<file path="src/rtl/iir_pkg.sv">
// Shared types and arithmetic helpers for the time-shared direct-form-I IIR filter.
package iir_pkg;

  typedef enum logic [1:0] {
    READ  = 2'd0,
    MAC   = 2'd1,
    WRITE = 2'd2
  } state_t;

  // Wide working type so a full 2*DATA_SIZE product plus carry fits (DATA_SIZE <= 63).
  localparam int WIDE_W = 128;
  typedef logic signed [WIDE_W-1:0] wide_t;

  // Symmetric shift toward zero, so small negative products do not bias to -1.
  function automatic wide_t dequantize(input wide_t p, input int q);
    if (p < 0) return -((-p) >>> q);
    return p >>> q;
  endfunction

  // Fits v into a signed w-bit range: clamps when en, otherwise wraps (sign-extended low w bits).
  function automatic wide_t sat(input wide_t v, input int w, input bit en);
    wide_t hi, lo;
    hi = (wide_t'(1) <<< (w - 1)) - wide_t'(1);
    lo = -(wide_t'(1) <<< (w - 1));
    if (!en) return (v <<< (WIDE_W - w)) >>> (WIDE_W - w);
    if (v > hi) return hi;
    if (v < lo) return lo;
    return v;
  endfunction

endpackage

</file>
<file path="src/rtl/iir_seq_mac.sv">
// Single-cycle multiply, dequantise and accumulate; the accumulator is the only state.
module iir_mac_unit
  import iir_pkg::*;
#(
  parameter int DATA_SIZE  = 32,
  parameter int QUANT_BITS = 10,
  parameter int SATURATE   = 0
) (
  input  logic                 clock,
  input  logic                 reset,
  input  logic                 clr,
  input  logic                 en,
  input  logic [DATA_SIZE-1:0] coef,
  input  logic [DATA_SIZE-1:0] data,
  output logic [DATA_SIZE-1:0] acc
);

  logic signed [2*DATA_SIZE-1:0] prod;
  wide_t                         term;
  logic [DATA_SIZE-1:0]          acc_d, acc_q;

  // With SATURATE the product itself is clamped too, so a huge tap pins the rail instead of wrapping.
  always_comb begin
    prod  = $signed(coef) * $signed(data);
    term  = sat(dequantize(wide_t'(prod), QUANT_BITS), DATA_SIZE, SATURATE != 0);
    acc_d = acc_q;
    if (clr)
      acc_d = '0;
    else if (en)
      acc_d = DATA_SIZE'(sat(wide_t'($signed(acc_q)) + term, DATA_SIZE, SATURATE != 0));
  end

  always_ff @(posedge clock or posedge reset) begin
    if (reset) acc_q <= '0;
    else       acc_q <= acc_d;
  end

  assign acc = acc_q;

endmodule

</file>
<file path="src/rtl/iir_seq.sv">
// FIFO-to-FIFO direct-form-I IIR with optional decimation, sharing one multiplier across all taps.
module iir_seq
  import iir_pkg::*;
#(
  parameter int                   TAPS       = 2,
  parameter int                   DECIMATION = 1,
  parameter int                   DATA_SIZE  = 32,
  parameter int                   QUANT_BITS = 10,
  parameter logic [DATA_SIZE-1:0] X_COEFFS [TAPS] = '{32'h000000B2, 32'h000000B2},
  parameter logic [DATA_SIZE-1:0] Y_COEFFS [TAPS] = '{32'h00000000, 32'hFFFFFD66},
  parameter int                   SATURATE   = 0
) (
  input  logic                 clock,
  input  logic                 reset,
  input  logic [DATA_SIZE-1:0] x_in,
  input  logic                 x_empty,
  output logic                 x_rd_en,
  output logic [DATA_SIZE-1:0] y_out,
  input  logic                 y_out_full,
  output logic                 y_wr_en
);

  localparam int MAC_LEN = 2 * TAPS - 1;
  localparam int IDX_W   = $clog2(MAC_LEN);
  localparam int CNT_W   = (DECIMATION > 1) ? $clog2(DECIMATION) : 1;

  state_t                             state_q, state_d;
  logic [TAPS-1:0][DATA_SIZE-1:0]     x_hist_q, x_hist_d;
  // y_hist[j-1] holds the output from j outputs ago.
  logic [TAPS-2:0][DATA_SIZE-1:0]     y_hist_q, y_hist_d;
  logic [IDX_W-1:0]                   idx_q, idx_d;
  logic [CNT_W-1:0]                   cnt_q, cnt_d;
  logic [DATA_SIZE-1:0]               y_out_q, y_out_d;
  logic                               y_wr_en_q, y_wr_en_d;
  logic                               mac_clr, mac_en;
  logic [DATA_SIZE-1:0]               coef, data, acc;

  always_comb begin
    state_d   = state_q;
    x_hist_d  = x_hist_q;
    y_hist_d  = y_hist_q;
    idx_d     = idx_q;
    cnt_d     = cnt_q;
    y_out_d   = y_out_q;
    y_wr_en_d = 1'b0;
    x_rd_en   = 1'b0;
    mac_clr   = 1'b0;
    mac_en    = 1'b0;
    coef      = '0;
    data      = '0;
    case (state_q)
      READ: if (!x_empty) begin
        x_rd_en  = 1'b1;
        x_hist_d = {x_hist_q[TAPS-2:0], x_in};
        if (cnt_q == CNT_W'(DECIMATION - 1)) begin
          cnt_d   = '0;
          idx_d   = '0;
          mac_clr = 1'b1;
          state_d = MAC;
        end else begin
          cnt_d = cnt_q + 1'b1;
        end
      end
      MAC: begin
        mac_en = 1'b1;
        idx_d  = idx_q + 1'b1;
        for (int k = 0; k < TAPS; k++)
          if (idx_q == IDX_W'(k)) begin
            coef = X_COEFFS[k];
            data = x_hist_q[k];
          end
        for (int j = 1; j < TAPS; j++)
          if (idx_q == IDX_W'(TAPS - 1 + j)) begin
            coef = Y_COEFFS[j];
            data = y_hist_q[j-1];
          end
        if (idx_q == IDX_W'(MAC_LEN - 1)) state_d = WRITE;
      end
      WRITE: if (!y_out_full) begin
        y_out_d   = acc;
        y_wr_en_d = 1'b1;
        for (int j = TAPS - 2; j > 0; j--) y_hist_d[j] = y_hist_q[j-1];
        y_hist_d[0] = acc;
        state_d     = READ;
      end
      default: state_d = READ;
    endcase
  end

  always_ff @(posedge clock or posedge reset) begin
    if (reset) begin
      state_q   <= READ;
      x_hist_q  <= '0;
      y_hist_q  <= '0;
      idx_q     <= '0;
      cnt_q     <= '0;
      y_out_q   <= '0;
      y_wr_en_q <= 1'b0;
    end else begin
      state_q   <= state_d;
      x_hist_q  <= x_hist_d;
      y_hist_q  <= y_hist_d;
      idx_q     <= idx_d;
      cnt_q     <= cnt_d;
      y_out_q   <= y_out_d;
      y_wr_en_q <= y_wr_en_d;
    end
  end

  iir_mac_unit #(
    .DATA_SIZE (DATA_SIZE),
    .QUANT_BITS(QUANT_BITS),
    .SATURATE  (SATURATE)
  ) u_mac (
    .clock(clock),
    .reset(reset),
    .clr  (mac_clr),
    .en   (mac_en),
    .coef (coef),
    .data (data),
    .acc  (acc)
  );

  assign y_out   = y_out_q;
  assign y_wr_en = y_wr_en_q;

endmodule
</file>
<file path="config.mk">
export PLATFORM = sky130hd
export DESIGN_NAME = iir_seq
export DESIGN_NICKNAME = d
export VERILOG_FILES = /design/src/rtl/iir_pkg.sv /design/src/rtl/iir_seq_mac.sv /design/src/rtl/iir_seq.sv
export SDC_FILE = /design/constraint.sdc
export NUM_CORES = 1
export LEC_CHECK = 0
export ABC_AREA = 1
export ABC_CLOCK_PERIOD_IN_PS = 15100
export BUFFER_PORTS_ARGS = -buffer_cell sky130_fd_sc_hd__buf_2
export CORE_MARGIN = 2
export CORE_UTILIZATION = 60
export DETAILED_ROUTE_END_ITERATION = 6
export PLACE_DENSITY = 0.76
export SKIP_LAST_GASP = 1
export SYNTH_ARGS = -nofsm -noshare
export SYNTH_HDL_FRONTEND = slang
export SYNTH_HIERARCHICAL = 1
export SYNTH_SLANG_ARGS = --single-unit
</file>
<file path="constraint.sdc">
create_clock -name clock -period 15.1 [get_ports clock]
set_input_delay 1.51 -clock clock [delete_from_list [all_inputs] [get_ports clock]]
set_output_delay 1.51 -clock clock [all_outputs]
set_load 0.02 [all_outputs]
</file>
Yosys cells after proc, flatten, opt, wreduce, memory -nomap -nowiden
Index checks and enable logic that the tools add are counted.

word-level totals
  bits in registers = 134
  bits in latches = 0
  RAM bits = 0
  bits in read-only memories = 0
  input bits = 36
  output and inout port bits = 34
  logic and storage cells = 81
  memories kept = 0

operators by class
  add/subtract/negate cells = 5
  multipliers = 1
  div/mod/pow operators = 0
  order comparisons = 3
  eq/ne operators = 8
  shifts and indexed selects = 0
  muxes and demuxes = 46
  bitwise operators = 2
  reductions and logical operators = 8

operators with widths
  kind                    count
  $mux W32                16
  $lt A64 B1 Y1 const B   1
  $mul A32 B32 Y64        1
  $neg A42 Y42            1
  $add A32 B32 Y33        1
  $gt A33 B32 Y1 const B  1
  $lt A33 B32 Y1 const B  1
  $neg A32 Y32            1
  $mux W1                 21
  $mux W2                 6
  $mux W8                 1
  $ne A2 B2 Y1 const B    4
  $pmux W2 S3             1
  $eq A2 B1 Y1 const B    2
  $eq A2 B2 Y1 const B    2
  $logic_not A2 Y1        2
  $pmux W2 S2             1
  $reduce_and A2 Y1       2
  $reduce_and A4 Y1       1
  $reduce_bool A2 Y1      2
  $reduce_and A3 Y1       1
  $add A2 B1 Y2 const B   1
  $not A1 Y1              2
  $add A1 B1 Y1 const B   1

Depth between registers and ports, before layout
  depth after elaboration = 25
  mapped depth = 69
  depth with buffers taken out = 65

Modules after synthesis
The synthesis kept the hierarchy.

by module, submodules not included
  module        instances  cells an instance  area an instance (sq um)  seq. area each (sq um)
  iir_mac_unit  1          5675               42916.2                   800.8
  iir_seq       1          654                4797.1                    2527.4

Least setup slack after synthesis
No wires, ideal clock.

  path type = register -> register
  start point = register idx_q[0]
  end point = register u_mac.acc_q[28] (netlist: u_mac/acc[28])
  setup time = 0.123 ns
  arrival time = 11.345 ns
  required time = 14.977 ns
  slack = 3.632 ns
  stages on the path, launching flop included = 50
  path buffers = 3
  clock period less this slack = 11.468 ns
  cells stage by stage = dfrtp_1 > inv_1 > ha_1 > inv_1 > nor2_4 > buf_2 > clkbuf_1 > nand2_1 > inv_1 > fa_1 > fa_1 > fa_1 > fa_1 > fa_1 > inv_1 > fa_1 > fa_1 > fa_1 > (+14 left out) > inv_1 > fa_1 > inv_1 > a31oi_1 > nor2_1 > nor2_1 > o21bai_1 > a21oi_1 > o21ai_0 > nand2_1 > o211ai_1 > nand2_1 > o211ai_1 > nand2_1 > o211ai_1 > a21oi_1 > o21ai_0 > nand2_1

on the way
  elaborated cells between the ends (all ways) = 37
  classes of those cells = add/sub (3); mul (1); order compare (3); eq/ne (2); mux (27); reduce/logical (1)

RTL lines
  what                      RTL line           RTL
  start: declaration        iir_seq.sv:31      logic [IDX_W-1:0] idx_q, idx_d;
  start signal: assignment  iir_seq.sv:103     idx_q <= idx_d;
  $eq A2 B2 Y1 *            iir_seq.sv:73      if (idx_q == IDX_W'(TAPS - 1 + j)) begin
  $mux W32 *                iir_seq.sv:73
  $mux W32 *                iir_seq.sv:51      case (state_q)
  via coef[10]              iir_seq.sv:36      logic [DATA_SIZE-1:0] coef, data, acc;
  $mul A32 B32 Y64 *        iir_seq_mac.sv:24  prod = $signed(coef) * $signed(data);
  $neg A42 Y42              iir_pkg.sv:16      if (p < 0) return -((-p) >>> q);
  $neg A32 Y32              iir_pkg.sv:16
  $mux W32                  iir_pkg.sv:16
  (+5 left out)             n/a
  $mux W1                   iir_pkg.sv:26      if (v > hi) return hi;
  $mux W1                   iir_seq_mac.sv:29  else if (en)
  $mux W1                   iir_seq_mac.sv:27  if (clr)
  $mux W32                  iir_pkg.sv:28      return v;
  $mux W32                  iir_pkg.sv:27      if (v < lo) return lo;
  $mux W32 *                iir_pkg.sv:26
  $mux W32 *                iir_seq_mac.sv:29
  $mux W32 *                iir_seq_mac.sv:27
  end signal: assignment    iir_seq_mac.sv:34  if (reset) acc_q <= '0;
  end signal: assignment    iir_seq_mac.sv:35  else acc_q <= acc_d;
  end: declaration          iir_seq_mac.sv:20  logic [DATA_SIZE-1:0] acc_d, acc_q;

The timed path passes the listed nets; every way through them passes the cells marked *. The select of a mux whose other input is x is not followed.
A chain may end at the register's enable or synchronous reset.

Worst setup path in the final report
  start point = register idx_q[1]
  end point = register u_mac.acc_q[28] (netlist: u_mac/acc[28])

on the way
  cells in the longest elaborated chain, start to end = 22
  elaborated cells between the ends (all ways) = 37
  classes of those cells = add/sub (3); mul (1); order compare (3); eq/ne (2); mux (27); reduce/logical (1)

RTL lines
  what                    RTL line           RTL
  $logic_not A2 Y1        iir_seq.sv:68      if (idx_q == IDX_W'(k)) begin
  $mux W32 (2 in series)  iir_seq.sv:68
  $mux W32 *              iir_seq.sv:73
  $mux W32 *              iir_seq.sv:51
  via data[8]             iir_seq.sv:36
  $mul A32 B32 Y64 *      iir_seq_mac.sv:24
  $neg A42 Y42            iir_pkg.sv:16
  $neg A32 Y32            iir_pkg.sv:16
  (+6 left out)           n/a
  $mux W1                 iir_pkg.sv:26
  $mux W1                 iir_seq_mac.sv:29
  $mux W1                 iir_seq_mac.sv:27
  $mux W32                iir_pkg.sv:28
  $mux W32                iir_pkg.sv:27
  $mux W32 *              iir_pkg.sv:26
  $mux W32 *              iir_seq_mac.sv:29
  $mux W32 *              iir_seq_mac.sv:27

Marks and branches as above.

==> flow_summary.json <==
{
  "status": "finished with violations",
  "violations": "design-rule violations",
  "num_vias": 38200,
  "relSlewSlack": 0.184,
  "postCtsHoldBufs": 0,
  "finalSetupViolCount": 0,
  "yosysWarnings": 6,
  "place.gp.congestion": 0.984,
  "seq_area_frac_synth": 0.0698,
  "cts_tree": "done",
  "synthFlopType": "dfrtp_1",
  "fin_crit_ps": 14010,
  "drv_slew": 0,
  "hold_viol": 0,
  "root_buffer": "clkbuf_16",
  "ys_async_sr_fraction": 1.00,
  "critPathKind": "register to register",
  "setup_tns_ps": 0,
  "io_pins": 70,
  "grt_first_pass_wirelength_um": 211000,
  "hpwlAfterDp_um": 106000,
  "layout-drive-gt1-share": 0.0529,
  "synth_seq_cells": 133,
  "nets": 7598,
  "cts_setup_buffers": 0,
  "finalCritPeriodShare": 0.928,
  "cp-start-kind": "register",
  "drv_cap": 0,
  "yosysUniqueCellTypes": 56,
  "rsz0062_at_grt": "no",
  "start_util": 0.605,
  "syn_inst": 6329,
  "synth_edf_count": 0,
  "required_ps": 15420,
  "min_from": "x_hist_q[62]$_DFFE_PP0P_",
  "holdPathStages": 2,
  "portBuffers": 69,
  "cp_max_fo": 41,
  "die-area_um2": 81800,
  "area_growth_syn_to_layout_pct": 4.05,
  "overflow": 0,
  "startpoint": "idx_q[1]$_DFFE_PP0P_",
  "wl_per_cell_um": 17.6,
  "path_clk_slew_ps": 70,
  "num_rows": 103,
  "initialDrtViolationCount": 3119,
  "postRouteWirelength_um": 129000,
  "cts-resized-gates": 0,
  "core_um2": 78900,
  "timing.rr.start": "idx_q[1]$_DFFE_PP0P_",
  "ant_nets": 0,
  "viasPerCell": 5.21,
  "tightest_slew_ps": 1220,
  "end_kind": "register",
  "grt_pass1_vias": 39800,
  "route.detailed.drc": 3,
  "grt_max_degree": 209,
  "dieWidth_um": 286,
  "antenna_found_initial": 0,
  "r2r_cells": 50,
  "skew_ps": 13.2,
  "htree_num_levels": 4,
  "clock_latency_ps": 430,
  "fmax_ghz": 0.0714,
  "cts_sinks": 133,
  "slowest_stage": "fa_1",
  "cts_max_path_buffers": 2,
  "cts-buffers-inserted": 17,
  "worstPathArrival_ps": 14340,
  "syn_area_um2": 47700,
  "slowest_delay_ps": 1070,
  "avgSynthCellArea_um2": 7.54,
  "drt-pass1-iter-count": 7,
  "track_usage": 0.332,
  "fp.dieH_um": 286,
  "min_path_type": "register to register"
}
stage by stage:
step | area, µm² | hold WS [ps] | util | setup WS [ps] | std cells
finish | 49600 | 483 | 0.629 | 1090 | 7323
global route | 49600 | 496 | 0.629 | 153 | 7322
CTS | 49600 | 481 | 0.629 | 1210 | 7322
detailed placement | 49000 | 465 | 0.622 | 1280 | 7290
global placement | 49000 | 463 | 0.622 | 1560 | 7290
floorplan | 47800 | 449 | - | 3630 | 6339
synthesized netlist by cell type (13+ instances only):
cell type	n	share of area
dfrtp_1	133	0.070
nor3_1	20	0.0021
inv_1	1810	0.14
nand4_1	58	0.0076
nor2_2	24	0.0031
nor2_1	160	0.013
fa_1	1083	0.45
nand2_2	42	0.0055
xnor2_1	17	0.0031
inv_2	15	0.0012
a21oi_1	75	0.0079
nand3_1	137	0.014
buf_2	18	0.0019
xor2_1	28	0.0051
nor2_4	13	0.0031
ha_1	220	0.058
o21ai_0	74	0.0078
clkbuf_1	208	0.016
nand2_1	2058	0.16
or2_2	32	0.0042
sequential cells by signal, summed over array words and instances (netlist names):
| name | cells |
|---|---|
| idx_q | 2 |
| y_wr_en | 1 |
| u_mac/acc | 32 |
| y_out | 32 |
| state_q | 2 |
| x_hist_q | 64 |
layer usage:
layer	up-vias	part of all wire	track usage
li1	17600	-	-
met1	18900	0.40	0.447
met2	1386	0.48	0.557
met3	291	0.072	0.0361
met4	0	0.045	0.125
met5	-	0	0
cell usage in the layout, fill, tap and decap left out, drive strengths merged, types with 4 or more instances in the layout:
cell type and instances:
nor3 22, conb 11, o21ai 79, o211ai 5
or2 35, fa 1083, nand2 2106, clkinv 11
xnor2 17, clkbuf 19, nor4 6, inv 1829
a21oi 79, a31oi 6, nand3b 4, o21bai 6
nand3 145, buf 143, o31ai 7, ha 220
nor2 198, dfrtp 133, nand4 58, xor2 28
final timing paths:
kind                                             end  slack, ps
max                        u_mac/acc[28]$_DFFE_PP0P_       1090
min                         x_hist_q[62]$_DFFE_PP0P_        480
max reg2reg                u_mac/acc[28]$_DFFE_PP0P_       1090
min reg2reg                 x_hist_q[62]$_DFFE_PP0P_        480
max in group asynchronous    x_hist_q[9]$_DFFE_PP0P_      12800
min in group asynchronous          y_wr_en$_DFF_PP0_       1140
worst max-delay path: cells and delay by family, from the launching register on:
family / cells / cell delay, ps
buf+inv: 11 / 2930
flops: 1 / 400
fa+ha+maj: 11 / 5670
compound gates: 12 / 2240
simple gates: 16 / 2560
layout make-up:
type	count	area (µm²)
antenna	1	2.50
clock buffer	19	453
clock inverter	13	146
fill	7009	29200
inverter	1831	6880
multi-input combinational	4133	36500
sequential	133	3330
tap	1050	1310
timing repair buffer	143	976
cell families after synthesis:
group	after synthesis	share of synthesized area
xor gates and xnor gates	45	0.00826
DFF	133	0.0698
buffers and inverters	2073	0.166
adders and majority gates	1303	0.512
and+or+nand+nor	2576	0.221
AOI/OAI and AO/OA	198	0.0237
other	1	0.0000786
Power is left out: the tool's default activity adds up to more than one toggle a clock period on the data nets, which glitch-free logic cannot reach.
